**src/rtl/decode_pkg.sv**
```systemverilog
// Shared types and constants for the RV32 decode stage.
// Holds the ALU/immediate/operand/writeback encodings, the RV32 opcode constants, the control
// bundle handed to execute (ctrl_t), the skid-buffer entry (dec_t) and the immediate generator.
package decode_pkg;

  typedef enum logic [4:0] {
    AluAdd    = 5'd0,
    AluSub    = 5'd1,
    AluAnd    = 5'd2,
    AluOr     = 5'd3,
    AluXor    = 5'd4,
    AluSll    = 5'd5,
    AluSrl    = 5'd6,
    AluSra    = 5'd7,
    AluSlt    = 5'd8,
    AluSltu   = 5'd9,
    AluMul    = 5'd10,
    AluMulh   = 5'd11,
    AluMulhsu = 5'd12,
    AluMulhu  = 5'd13,
    AluDiv    = 5'd14,
    AluDivu   = 5'd15,
    AluRem    = 5'd16,
    AluRemu   = 5'd17
  } alu_op_e;

  typedef enum logic [2:0] {
    ImmI = 3'd0,
    ImmS = 3'd1,
    ImmB = 3'd2,
    ImmU = 3'd3,
    ImmJ = 3'd4
  } imm_sel_e;

  typedef enum logic {
    OpaRs1 = 1'b0,
    OpaPc  = 1'b1
  } opa_sel_e;

  typedef enum logic [1:0] {
    OpbRs2  = 2'd0,
    OpbImm  = 2'd1,
    OpbFour = 2'd2
  } opb_sel_e;

  typedef enum logic [1:0] {
    WbAlu  = 2'd0,
    WbLoad = 2'd1,
    WbPc4  = 2'd2
  } wb_sel_e;

  localparam logic [6:0] OpcLoad   = 7'b0000011;
  localparam logic [6:0] OpcOpImm  = 7'b0010011;
  localparam logic [6:0] OpcAuipc  = 7'b0010111;
  localparam logic [6:0] OpcStore  = 7'b0100011;
  localparam logic [6:0] OpcOp     = 7'b0110011;
  localparam logic [6:0] OpcLui    = 7'b0110111;
  localparam logic [6:0] OpcBranch = 7'b1100011;
  localparam logic [6:0] OpcJalr   = 7'b1100111;
  localparam logic [6:0] OpcJal    = 7'b1101111;

  localparam logic [6:0] F7Base = 7'b0000000;
  localparam logic [6:0] F7Alt  = 7'b0100000;
  localparam logic [6:0] F7Mext = 7'b0000001;

  typedef struct packed {
    alu_op_e  alu_op;
    logic     reg_we;
    logic     mem_we;
    logic     mem_re;
    imm_sel_e imm_sel;
    logic     pc_src_branch;
    logic     pc_src_jal;
    logic     pc_src_jalr;
    opa_sel_e opa_sel;
    opb_sel_e opb_sel;
    logic     br_un;
    wb_sel_e  wb_sel;
    logic     insn_vld;
  } ctrl_t;

  typedef struct packed {
    logic [31:0] pc;
    logic [4:0]  rd;
    logic [4:0]  rs1;
    logic [4:0]  rs2;
    logic [31:0] imm;
    ctrl_t       ctrl;
    logic        illegal;
  } dec_t;

  function automatic logic [31:0] gen_imm(input logic [31:0] instr, input imm_sel_e sel);
    logic [31:0] imm;
    case (sel)
      ImmS:    imm = {{20{instr[31]}}, instr[31:25], instr[11:7]};
      ImmB:    imm = {{19{instr[31]}}, instr[31], instr[7], instr[30:25], instr[11:8], 1'b0};
      ImmU:    imm = {instr[31:12], 12'b0};
      ImmJ:    imm = {{11{instr[31]}}, instr[31], instr[19:12], instr[20], instr[30:21], 1'b0};
      default: imm = {{20{instr[31]}}, instr[31:20]};
    endcase
    return imm;
  endfunction

endpackage

```
**src/rtl/decode_logic.sv**
```systemverilog
// Purely combinational RV32I(+M) decoder and immediate generator.
// Ports: instr (instruction word) in; rd/rs1/rs2 register addresses, imm (sign-extended
// immediate), ctrl (control bundle) and illegal out. Illegal encodings zero the whole ctrl.
module decode_logic
  import decode_pkg::*;
#(
  parameter bit EN_MEXT = 1'b1
) (
  input  logic [31:0] instr,
  output logic [4:0]  rd,
  output logic [4:0]  rs1,
  output logic [4:0]  rs2,
  output logic [31:0] imm,
  output ctrl_t       ctrl,
  output logic        illegal
);

  logic [6:0] opcode;
  logic [2:0] funct3;
  logic [6:0] funct7;

  assign opcode = instr[6:0];
  assign funct3 = instr[14:12];
  assign funct7 = instr[31:25];

  assign rd  = instr[11:7];
  assign rs1 = (opcode == OpcLui) ? 5'd0 : instr[19:15];
  assign rs2 = instr[24:20];
  assign imm = gen_imm(instr, ctrl.imm_sel);

  always_comb begin
    ctrl    = '0;
    illegal = 1'b0;
    case (opcode)
      OpcLui: begin
        ctrl.reg_we  = 1'b1;
        ctrl.imm_sel = ImmU;
        ctrl.opb_sel = OpbImm;
      end
      OpcAuipc: begin
        ctrl.reg_we  = 1'b1;
        ctrl.imm_sel = ImmU;
        ctrl.opa_sel = OpaPc;
        ctrl.opb_sel = OpbImm;
      end
      OpcJal: begin
        // ALU forms the target (pc + imm); rd receives pc + 4 via the writeback mux.
        ctrl.reg_we     = 1'b1;
        ctrl.imm_sel    = ImmJ;
        ctrl.opa_sel    = OpaPc;
        ctrl.opb_sel    = OpbImm;
        ctrl.pc_src_jal = 1'b1;
        ctrl.wb_sel     = WbPc4;
      end
      OpcJalr: begin
        ctrl.reg_we      = 1'b1;
        ctrl.imm_sel     = ImmI;
        ctrl.opb_sel     = OpbImm;
        ctrl.pc_src_jalr = 1'b1;
        ctrl.wb_sel      = WbPc4;
        illegal          = (funct3 != 3'b000);
      end
      OpcBranch: begin
        ctrl.imm_sel       = ImmB;
        ctrl.pc_src_branch = 1'b1;
        ctrl.br_un         = funct3[1];
        ctrl.alu_op        = funct3[2] ? (funct3[1] ? AluSltu : AluSlt) : AluSub;
        illegal            = (funct3[2:1] == 2'b01);
      end
      OpcLoad: begin
        ctrl.reg_we  = 1'b1;
        ctrl.mem_re  = 1'b1;
        ctrl.imm_sel = ImmI;
        ctrl.opb_sel = OpbImm;
        ctrl.wb_sel  = WbLoad;
        illegal      = (funct3 == 3'b011) || (funct3[2:1] == 2'b11);
      end
      OpcStore: begin
        ctrl.mem_we  = 1'b1;
        ctrl.imm_sel = ImmS;
        ctrl.opb_sel = OpbImm;
        illegal      = funct3[2] || (funct3[1:0] == 2'b11);
      end
      OpcOpImm: begin
        ctrl.reg_we  = 1'b1;
        ctrl.imm_sel = ImmI;
        ctrl.opb_sel = OpbImm;
        case (funct3)
          3'b000: ctrl.alu_op = AluAdd;
          3'b001: begin
            ctrl.alu_op = AluSll;
            illegal     = (funct7 != F7Base);
          end
          3'b010: ctrl.alu_op = AluSlt;
          3'b011: ctrl.alu_op = AluSltu;
          3'b100: ctrl.alu_op = AluXor;
          3'b101: begin
            if (funct7 == F7Base)     ctrl.alu_op = AluSrl;
            else if (funct7 == F7Alt) ctrl.alu_op = AluSra;
            else                      illegal     = 1'b1;
          end
          3'b110: ctrl.alu_op = AluOr;
          default: ctrl.alu_op = AluAnd;
        endcase
      end
      OpcOp: begin
        ctrl.reg_we = 1'b1;
        case (funct7)
          F7Base: begin
            case (funct3)
              3'b000: ctrl.alu_op = AluAdd;
              3'b001: ctrl.alu_op = AluSll;
              3'b010: ctrl.alu_op = AluSlt;
              3'b011: ctrl.alu_op = AluSltu;
              3'b100: ctrl.alu_op = AluXor;
              3'b101: ctrl.alu_op = AluSrl;
              3'b110: ctrl.alu_op = AluOr;
              default: ctrl.alu_op = AluAnd;
            endcase
          end
          F7Alt: begin
            if (funct3 == 3'b000)      ctrl.alu_op = AluSub;
            else if (funct3 == 3'b101) ctrl.alu_op = AluSra;
            else                       illegal     = 1'b1;
          end
          F7Mext: begin
            // M-extension ops are laid out contiguously from MUL in funct3 order.
            if (EN_MEXT) ctrl.alu_op = alu_op_e'(5'd10 + {2'b00, funct3});
            else         illegal     = 1'b1;
          end
          default: illegal = 1'b1;
        endcase
      end
      default: illegal = 1'b1;
    endcase

    if (illegal) ctrl = '0;
    else         ctrl.insn_vld = 1'b1;
  end

endmodule

```
**src/rtl/decode_stage.sv**
```systemverilog
// Registered RV32 decode stage with a 2-entry skid buffer between fetch and execute.
// Ports: i_clk, i_rst_n (async active-low), i_flush; upstream i_valid/o_ready/i_instr/i_pc;
// downstream o_valid/i_ready and the decoded bundle o_pc, o_rd, o_rs1, o_rs2, o_imm, o_ctrl,
// o_illegal. o_ready is registered, so it never depends combinationally on i_ready.
module decode_stage
  import decode_pkg::*;
#(
  parameter bit          EN_MEXT  = 1'b1,
  parameter int unsigned ALU_OP_W = 5
) (
  input  logic        i_clk,
  input  logic        i_rst_n,
  input  logic        i_flush,
  input  logic        i_valid,
  output logic        o_ready,
  input  logic [31:0] i_instr,
  input  logic [31:0] i_pc,
  output logic        o_valid,
  input  logic        i_ready,
  output logic [31:0] o_pc,
  output logic [4:0]  o_rd,
  output logic [4:0]  o_rs1,
  output logic [4:0]  o_rs2,
  output logic [31:0] o_imm,
  output ctrl_t       o_ctrl,
  output logic        o_illegal
);

  if (ALU_OP_W < 5) begin : g_alu_op_w_check
    $error("ALU_OP_W must be at least 5");
  end

  dec_t       entry_d;
  dec_t       buf_q [2];
  dec_t       head;
  logic       head_q, tail_q;
  logic [1:0] count_q, count_d;
  logic       ready_q;
  logic       push, pop;

  decode_logic #(
    .EN_MEXT(EN_MEXT)
  ) u_decode (
    .instr  (i_instr),
    .rd     (entry_d.rd),
    .rs1    (entry_d.rs1),
    .rs2    (entry_d.rs2),
    .imm    (entry_d.imm),
    .ctrl   (entry_d.ctrl),
    .illegal(entry_d.illegal)
  );
  assign entry_d.pc = i_pc;

  // Flush overrides both transfers: nothing is written and nothing counts as consumed.
  always_comb begin
    push    = i_valid & ready_q & ~i_flush;
    pop     = o_valid & i_ready & ~i_flush;
    count_d = count_q;
    if (i_flush) begin
      count_d = 2'd0;
    end else begin
      case ({push, pop})
        2'b10:   count_d = count_q + 2'd1;
        2'b01:   count_d = count_q - 2'd1;
        default: count_d = count_q;
      endcase
    end
  end

  always_ff @(posedge i_clk or negedge i_rst_n) begin
    if (!i_rst_n) begin
      buf_q[0] <= '0;
      buf_q[1] <= '0;
      head_q   <= 1'b0;
      tail_q   <= 1'b0;
      count_q  <= 2'd0;
      ready_q  <= 1'b1;
    end else begin
      if (i_flush) begin
        head_q <= 1'b0;
        tail_q <= 1'b0;
      end else begin
        if (push) begin
          buf_q[tail_q] <= entry_d;
          tail_q        <= ~tail_q;
        end
        if (pop) head_q <= ~head_q;
      end
      count_q <= count_d;
      ready_q <= (count_d != 2'd2);
    end
  end

  assign head      = buf_q[head_q];
  assign o_valid   = (count_q != 2'd0);
  assign o_ready   = ready_q;
  assign o_pc      = head.pc;
  assign o_rd      = head.rd;
  assign o_rs1     = head.rs1;
  assign o_rs2     = head.rs2;
  assign o_imm     = head.imm;
  assign o_ctrl    = head.ctrl;
  assign o_illegal = head.illegal;

endmodule

```
**config.mk**
```make
export PLATFORM = sky130hd
export DESIGN_NAME = decode_stage
export DESIGN_NICKNAME = d
export VERILOG_FILES = /design/src/rtl/decode_pkg.sv /design/src/rtl/decode_logic.sv /design/src/rtl/decode_stage.sv
export SDC_FILE = /design/constraint.sdc
export NUM_CORES = 1
export LEC_CHECK = 0
export ABC_CLOCK_PERIOD_IN_PS = 2940
export BUFFER_PORTS_ARGS = -buffer_cell sky130_fd_sc_hd__buf_2
export CORE_ASPECT_RATIO = 1.75
export CORE_UTILIZATION = 40
export DETAILED_ROUTE_END_ITERATION = 12
export PLACE_DENSITY = 0.66
export SLEW_MARGIN = 20
export SYNTH_ARGS = -nofsm -noshare
export SYNTH_HDL_FRONTEND = slang
export SYNTH_SLANG_ARGS = --single-unit
```
**constraint.sdc**
```tcl
create_clock -name i_clk -period 2.94 [get_ports i_clk]
set_input_delay 0.294 -clock i_clk [delete_from_list [all_inputs] [get_ports i_clk]]
set_output_delay 0.294 -clock i_clk [all_outputs]
set_load 0.01 [all_outputs]
```
==> qor.txt, run 1 <==
==================================================================================================
Post-Syn Nets                                                                                1,109
Largest net degree at the start of global routing                                               81
Clock H-tree levels                                                                              1
CTS tree                                                                                       yes
Main area contributors after synthesis                                                sky130_fd_sc_hd__dfrtp_1, sky130_fd_sc_hd__nand2_1, sky130_fd_sc_hd__mux2_2, sky130_fd_sc_hd__o21ai_0, sky130_fd_sc_hd__clkbuf_1
P_int                                                                                      5.83 mW
Highest Clock Rate                                                                         400 MHz
Hold Vio Cnt, Final                                                                              0
Via count of the first global-routing pass                                                   7,792
Antenna cell count                                                                               0
Portion of synthesized cell area occupied by the leading cell type                           51.9%
Register area share after synthesis                                                          52.2%
Drt wl/cell                                                                                17.4 um
Type of element launching the critical path                                                   flop
Slew of the pin with the lowest slew margin                                               0.842 ns
Post-synthesis cell area                                                                  9640 um2
Reported leakage power                                                                     5.75 nW
Fill cells                                                                                   2,200
Post-synth ARST share                                                                         100%
Post-synthesis to final-layout area growth                                                   21.9%
Hpwl dp                                                                                    18.0 mm
Run status                                                                            complete, no violations
Post-synth EDFFs                                                                                 0
Total detailed-routing wirelength                                                          26.5 mm
RSZ-0062 raised after global routing                                                            no
Minimum setup slack in the final design                                                   0.440 ns
Setup slack on the worst flop-to-flop path                                                 0.87 ns
Areal power density over the cells                                                      711 nW/um2
Largest stage delay, worst path                                                            0.72 ns
Primary flip-flop cell chosen by synthesis mapping                                    sky130_fd_sc_hd__dfrtp_1
Clk network pwr share                                                                        30.0%
Max_cap viols                                                                                    0
Endpoint class of the critical path                                                     output pin
Remaining antenna violation count after routing                                                  0
First drt pass iteration count                                                                   4
Arrival time of data at the critical path endpoint                                         2.21 ns
Terminus of the critical flop-to-flop path                                                 o_ready
Placeable core region                                                                   23,500 um2
YS warnings                                                                                      0
Post-route minimum period                                                                  2.50 ns
Clock Skew                                                                               0.0120 ns
Hold path startpoint                                                                      i_pc[29]
Wire length of the first global-routing pass                                               42.1 mm
Number of synthesized register bits                                                            201
Critical Path, Cell by Cell                                                           buf_4 -> mux2_2 -> buf_2
Worst slew slack as a fraction of its limit                                                  43.9%
Required time of the critical path                                                         2.65 ns
Sequential power share                                                                       45.2%
WS Path Type                                                                          flop to output pin
Standard-cell rows                                                                              74
Initial standard-cell utilization of the core                                                41.0%
Worst min-delay path category                                                         input pin to flop
Count of input and output buffers                                                              170
Setup TNS after final layout                                                                  0 ns
Height of the chip                                                                          207 um
GRT Total Usage                                                                              21.5%
Switching part of the total power                                                            30.3%
Die width                                                                                   119 um
Critical path capture point                                                                o_rd[1]
Final Wtd Congestion                                                                         0.875
Clock transition time at the flip-flop clock pins of the worst setup and hold paths        0.06 ns
Launching instance or port of the critical path                                             head_q
Relative contribution of combinational cells to total power                                  24.8%
CTS max path bufs                                                                                3
Setup WS pre-CTS                                                                          0.456 ns
Vias after detailed routing                                                                  7,856
Sw power                                                                                   2.53 mW
Portion of the clock cycle consumed by the worst path in the final layout                    85.0%
Worst-case vdd ir drop                                                                  0.000485 V
NumNets Final                                                                                1,277
Share of layout cells above drive strength 1                                                 27.2%
Avg Inst Size Synth                                                                       9.32 um2
Starting DRT DRC Count                                                                         467
Num ports                                                                                      172
# setup viols final                                                                              0
Final Slew Violations                                                                            0
Vias per cell                                                                                 5.18
Largest driver fanout on the critical path                                                      27
Yosys cell types                                                                                60
Number of antenna violations at the first check in global routing                                0
R2R Path Start                                                                             o_ready
Cell type with the highest aggregate area in the netlist                              sky130_fd_sc_hd__dfrtp_1
Cell count of the worst reg-to-reg path                                                          7
GR Overflow Total                                                                                0
Cts bufs inserted                                                                               20
CTS Sinks                                                                                      201
Drt drc                                                                                          0
Clock root buffer                                                                     sky130_fd_sc_hd__clkbuf_16
Slowest cell on crit path                                                             sky130_fd_sc_hd__dfrtp_4
Insertion delay to the later sink of the worst-skew pair                                   0.51 ns
Cells after synthesis                                                                        1,035
Die area                                                                                24,800 um2
==================================================================================================
## what timing repair did
item,CTS,global route
setup buffers,0,0
gates resized for setup,0,0
hold endpoints to repair,123,0
hold buffers,32,0
## kinds of logic (layout without fill, tap and decap cells)
group,Yosys count,in the layout,synth area share (%)
and+or+nand+nor,466,466,20.3
adders and majority gates,5,5,0.649
DFF,201,201,52.2
AOI/OAI and AO/OA,174,174,11.1
xor gates and xnor gates,4,4,0.363
other,1,1,0.0389
muxes,101,101,11.8
buffers and inverters,83,262,3.62
## power by group through the flow
stage	combinational (mW)	sequential [mW]	clock (mW)
final	2.07	3.78	2.51
after detailed placement	2.06	3.83	0
after CTS	2.10	3.78	2.59
after global routing	2.32	3.87	2.67
after global placement	2.02	3.80	0
after floorplan	1.33	3.71	0
## flip-flops by register name, indices dropped and copies added (netlist names)
name,cells
buf_q,196
o_ready,1
tail_q,1
head_q,1
count_q,2
## worst min path at each step
stage	slack, ns	end	depth (start not counted)
6_report	0.02	buf_q[199]	3
5_1_grt	0.02	buf_q[199]	3
4_1_cts	0.005	buf_q[199]	3
3_5_place_dp	0.35	buf_q[121]	1
3_3_place_gp	0.35	buf_q[7]	1
2_1_floorplan	-0.002	buf_q[0]	0
## layer usage
metal  share of wire [%]  global-route usage, %
met1                  40                   25.6
met2                  54                   38.9
met3                 3.2                   2.14
met4                 3.6                   9.05
met5                   0                      0
## stage by stage
stage                     utilization (%)  area [um2]  total power, mW  cells  hold slack (ns)
final                                50.0       11800             8.36   1518           0.0244
after floorplan                         -        9640             5.04   1035         -0.00159
after global placement               46.0       10800             5.82   1453            0.347
after detailed placement             46.0       10800             5.89   1453            0.347
after global routing                 50.0       11800             8.86   1518           0.0234
after CTS                            50.0       11800             8.48   1518          0.00537
## synth_stat cells (all sizes together) (3+ instances only)
library cell / n
inv: 8
a22oi: 3
nand4: 6
dfrtp: 200
a31oi: 11
or3: 6
clkbuf: 65
nand2: 375
nor4: 4
ha: 5
mux2: 99
buf: 10
o31ai: 17
nor3: 3
and2: 4
xor2: 3
nand4b: 3
o41ai: 7
nand2b: 5
o32ai: 5
nor2b: 12
nand3: 5
o21ai: 86
nor2: 27
a21oi: 27
## critical path, delay by kind of cell (launching register included)
| family | cells | cell delay, ns |
|---|---|---|
| flip-flops | 1 | 0.72 |
| buffers and inverters | 2 | 0.59 |
| multiplexers | 1 | 0.39 |
## cell usage in the layout, fill, tap and decap left out, types with 3 or more instances in the layout
master                          synthesis  routed
sky130_fd_sc_hd__a21oi_1               27      27
sky130_fd_sc_hd__a22oi_1                3       3
sky130_fd_sc_hd__a31oi_1               11      11
sky130_fd_sc_hd__and2_1                 4       3
sky130_fd_sc_hd__buf_12                 0       6
sky130_fd_sc_hd__buf_2                  3     169
sky130_fd_sc_hd__buf_4                  5      13
sky130_fd_sc_hd__clkbuf_1              65       6
sky130_fd_sc_hd__clkbuf_16              0      21
sky130_fd_sc_hd__clkbuf_8               0       4
sky130_fd_sc_hd__dfrtp_1              200     199
sky130_fd_sc_hd__dlygate4sd3_1          0      32
sky130_fd_sc_hd__ha_1                   5       5
sky130_fd_sc_hd__inv_1                  8       8
sky130_fd_sc_hd__mux2_2                99      99
sky130_fd_sc_hd__nand2_1              374     373
sky130_fd_sc_hd__nand2b_1               5       5
sky130_fd_sc_hd__nand3_1                5       5
sky130_fd_sc_hd__nand4_1                6       6
sky130_fd_sc_hd__nand4b_1               3       3
sky130_fd_sc_hd__nor2_1                27      26
sky130_fd_sc_hd__nor2b_1               12      12
sky130_fd_sc_hd__nor3_1                 3       3
sky130_fd_sc_hd__nor4_1                 4       4
sky130_fd_sc_hd__o21ai_0               85      85
sky130_fd_sc_hd__o31ai_1               17      17
sky130_fd_sc_hd__o32ai_1                5       5
sky130_fd_sc_hd__o41ai_1                7       7
sky130_fd_sc_hd__or3_1                  5       4
sky130_fd_sc_hd__xor2_1                 3       3
## final cells by class
class / instances / area, um2 / area share [%]
tap: 304 / 380 / 3.24
timing repair buffer: 221 / 1400 / 11.9
clock buffer: 30 / 589 / 5.01
clock inverter: 3 / 40.0 / 0.341
inverter: 8 / 30.0 / 0.255
multi-input combinational: 751 / 4290 / 36.4
sequential: 201 / 5030 / 42.8
No activity file was read; power rests on OpenSTA's default activity.
==> run 2, diff against run 1 <==
--- a/config.mk
+++ b/config.mk
@@ -10,7 +10,9 @@
 export CORE_ASPECT_RATIO = 1.75
 export CORE_UTILIZATION = 40
 export DETAILED_ROUTE_END_ITERATION = 12
+export HOLD_SLACK_MARGIN = 0.12
 export PLACE_DENSITY = 0.66
+export RECOVER_POWER = 25
 export SLEW_MARGIN = 20
 export SYNTH_ARGS = -nofsm -noshare
 export SYNTH_HDL_FRONTEND = slang
==> run 2 against run 1 <==
Compared with the run above: the flow now finishes with violations (capacitance limit, slew limit); non-clock buffer count grew 20; count of clock-buffer cells in the layout is the same; wire length grew 1.2%; clock power is essentially flat; die area is the same; clock skew shrank 0.0012 ns; register-to-register slack is essentially flat; global-route usage grew 0.25 points; utilization grew 0.76 points; sequential power is essentially flat; critical path type is now input pin to flop.
==> qor.txt, run 2 (synthesized netlist as in run 1, its figures left out) <==
==================================================================================================
Run status                                                                            complete, but fails checks   was complete, no violations
Violated checks                                                                       capacitance limit, slew limit
Worst min-delay path category                                                         input pin to flop   unchanged
Routed length on met3                                                                       984 um   was 856 um
Placeable core region                                                                   23,500 um2   unchanged
Arrival time of data at the critical path endpoint                                         2.90 ns   was 2.21 ns
Clk network pwr share                                                                        29.9%   was 30.0%
Required time of the critical path                                                         3.32 ns   was 2.65 ns
Utilization after layout                                                                     50.8%   was 50.0%
Total detailed-routing wirelength                                                          26.8 mm   was 26.5 mm
Starting DRT DRC Count                                                                         511   was 467
Height of the chip                                                                          207 um   unchanged
Largest registers                                                                     buf_q (196), count_q (2)   unchanged
Max_cap viols                                                                                    1   was 0
Drt drc                                                                                          0   unchanged
Reported leakage power                                                                     5.82 nW   was 5.75 nW
Worst-case vdd ir drop                                                                  0.000488 V   was 0.000485 V
Clock root buffer                                                                     sky130_fd_sc_hd__clkbuf_16   unchanged
Largest register FFs                                                                           196   unchanged
Highest metal used                                                                            met4   unchanged
Count of input and output buffers                                                              170   unchanged
Setup slack on the worst flop-to-flop path                                                 0.87 ns   about the same
Wire length of the first global-routing pass                                               42.6 mm   was 42.1 mm
Cts-stage hold buffer count                                                                     52   was 32
RSZ-0062 raised after global routing                                                            no   unchanged
Drt wl/cell                                                                                17.4 um   about the same
CTS Sinks                                                                                      201   unchanged
Most common library cell in the layout ignoring fill and taps                         sky130_fd_sc_hd__nand2_1   unchanged
Hold Vio Cnt, Final                                                                              0   unchanged
Switching part of the total power                                                            30.3%   about the same
Setup TNS after final layout                                                                  0 ns   unchanged
Sequential power share                                                                       45.1%   was 45.2%
Type of element launching the critical path                                              input pin   was flop
Number of setup buffers added after CTS                                                          0   unchanged
CTS tree                                                                                       yes   unchanged
Worst slew slack as a fraction of its limit                                                 -17.9%   was 43.9%
Die width                                                                                   119 um   unchanged
Vias after detailed routing                                                                  7,955   was 7,856
M1 wire length                                                                             10.5 mm   about the same
Post-DP Area                                                                            10,800 um2   unchanged
P_int                                                                                      5.85 mW   was 5.83 mW
NumNets Final                                                                                1,297   was 1,277
Num ports                                                                                      172   unchanged
Launching instance or port of the critical path                                        i_instr[27]   was head_q
Antenna cell count                                                                               0   unchanged
Endpoint class of the critical path                                                           flop   was output pin
Sw power                                                                                   2.54 mW   was 2.53 mW
Post-route minimum period                                                                  2.53 ns   was 2.50 ns
First drt pass iteration count                                                                   7   was 4
Clock transition time at the flip-flop clock pins of the worst setup and hold paths        0.06 ns   about the same
Vias per cell                                                                                 5.17   was 5.18
Total of cells resized after clock tree synthesis                                                0   unchanged
Largest driver fanout on the critical path                                                      18   was 27
Number of antenna violations at the first check in global routing                                0   unchanged
Areal power density over the cells                                                      702 nW/um2   was 711 nW/um2
Insertion delay to the later sink of the worst-skew pair                                   0.50 ns   was 0.51 ns
Met2 routed WL                                                                             14.3 mm   was 14.2 mm
Initial standard-cell utilization of the core                                                41.0%   unchanged
Highest-count cells in the layout ignoring fill and taps                              sky130_fd_sc_hd__nand2_1, sky130_fd_sc_hd__dfrtp_1, sky130_fd_sc_hd__buf_2, sky130_fd_sc_hd__mux2_2, sky130_fd_sc_hd__o21ai_0   unchanged
Post-route insts no fill                                                                     1,538   was 1,518
Register name with the most flops                                                            buf_q   unchanged
Post-synthesis to final-layout area growth                                                   23.8%   was 21.9%
# setup viols final                                                                              0   unchanged
Cell count of the worst reg-to-reg path                                                          7   unchanged
Placed insts                                                                                 1,453   unchanged
GR Overflow Total                                                                                0   unchanged
Worst hold path stage count                                                                      4   was 3
R2R Path Start                                                                             o_ready   unchanged
Remaining antenna violation count after routing                                                  0   unchanged
Final Slew Violations                                                                           68   was 0
Post-route design area                                                                  11,900 um2   was 11,800 um2
Critical path capture point                                                              buf_q[20]   was o_rd[1]
Hpwl dp                                                                                    18.0 mm   unchanged
WS Path Type                                                                          input pin to flop   was flop to output pin
Largest net degree at the start of global routing                                               81   unchanged
Terminus of the critical flop-to-flop path                                                 o_ready   unchanged
Via count of the first global-routing pass                                                   7,894   was 7,792
Final Wtd Congestion                                                                         0.875   unchanged
Clock Skew                                                                               0.0108 ns   was 0.0120 ns
Share of layout cells above drive strength 1                                                 26.7%   was 27.2%
Highest Clock Rate                                                                         396 MHz   was 400 MHz
Cts bufs inserted                                                                               20   unchanged
Die area                                                                                24,800 um2   unchanged
Portion of the clock cycle consumed by the worst path in the final layout                    86.0%   was 85.0%
Clock H-tree levels                                                                              1   unchanged
Slew of the pin with the lowest slew margin                                                1.77 ns   was 0.842 ns
Fill cells                                                                                   2,173   was 2,200
Relative contribution of combinational cells to total power                                  25.0%   was 24.8%
CTS max path bufs                                                                                3   unchanged
Standard-cell rows                                                                              74   unchanged
GRT Total Usage                                                                              21.7%   was 21.5%
==================================================================================================
## run 2: final cells by class
class | instances | area (um2) | area share, %
clock inverters | 3 | 40.0 | 0.335
multi-input cells | 751 | 4290 | 35.9
clock buffers | 30 | 589 | 4.94
inverters | 8 | 30.0 | 0.252
well taps | 304 | 380 | 3.19
flip-flops and latches | 201 | 5030 | 42.2
repair buffers | 241 | 1580 | 13.2
## run 2: how the worst min path moves through the flow
stage / from / endpoint
global route: i_ready / head_q
global placement: i_rst_n / buf_q[7]
finish: i_ready / head_q
detailed placement: i_rst_n / buf_q[121]
floorplan: i_rst_n / buf_q[0]
CTS: i_ready / head_q
## run 2: worst max-delay path, cell delays in order
cell and delay (ns):
sky130_fd_sc_hd__dlygate4sd3_1 0.53, sky130_fd_sc_hd__buf_2 0.15, sky130_fd_sc_hd__or4_4 0.58, sky130_fd_sc_hd__o211ai_1 0.22
sky130_fd_sc_hd__o2111a_1 0.49, sky130_fd_sc_hd__nand2_4 0.21, sky130_fd_sc_hd__o41ai_1 0.41
## run 2: per-stage QoR
step | hold slack, ns | worst slack (ns) | power [mW]
floorplan | -0.00159 | 0.936 | 5.04
global placement | 0.347 | 0.565 | 5.82
global route | 0.155 | 0.148 | 8.88
detailed placement | 0.347 | 0.456 | 5.89
finish | 0.146 | 0.413 | 8.38
CTS | 0.129 | 0.384 | 8.50
## run 2: per-layer routing
layer | vias to the layer above | GRT usage [%]
li1 | 3866 | -
met1 | 3829 | 25.8
met2 | 210 | 39.3
met3 | 50 | 2.14
met4 | 0 | 9.66
met5 | - | 0
## run 2: power groups by stage
| stage | combinational, mW | clock, mW | sequential (mW) |
|---|---|---|---|
| 2_1_floorplan | 1.33 | 0 | 3.71 |
| 3_3_place_gp | 2.02 | 0 | 3.80 |
| 3_5_place_dp | 2.06 | 0 | 3.83 |
| 4_1_cts | 2.13 | 2.59 | 3.78 |
| 5_1_grt | 2.34 | 2.67 | 3.87 |
| 6_report | 2.10 | 2.51 | 3.78 |
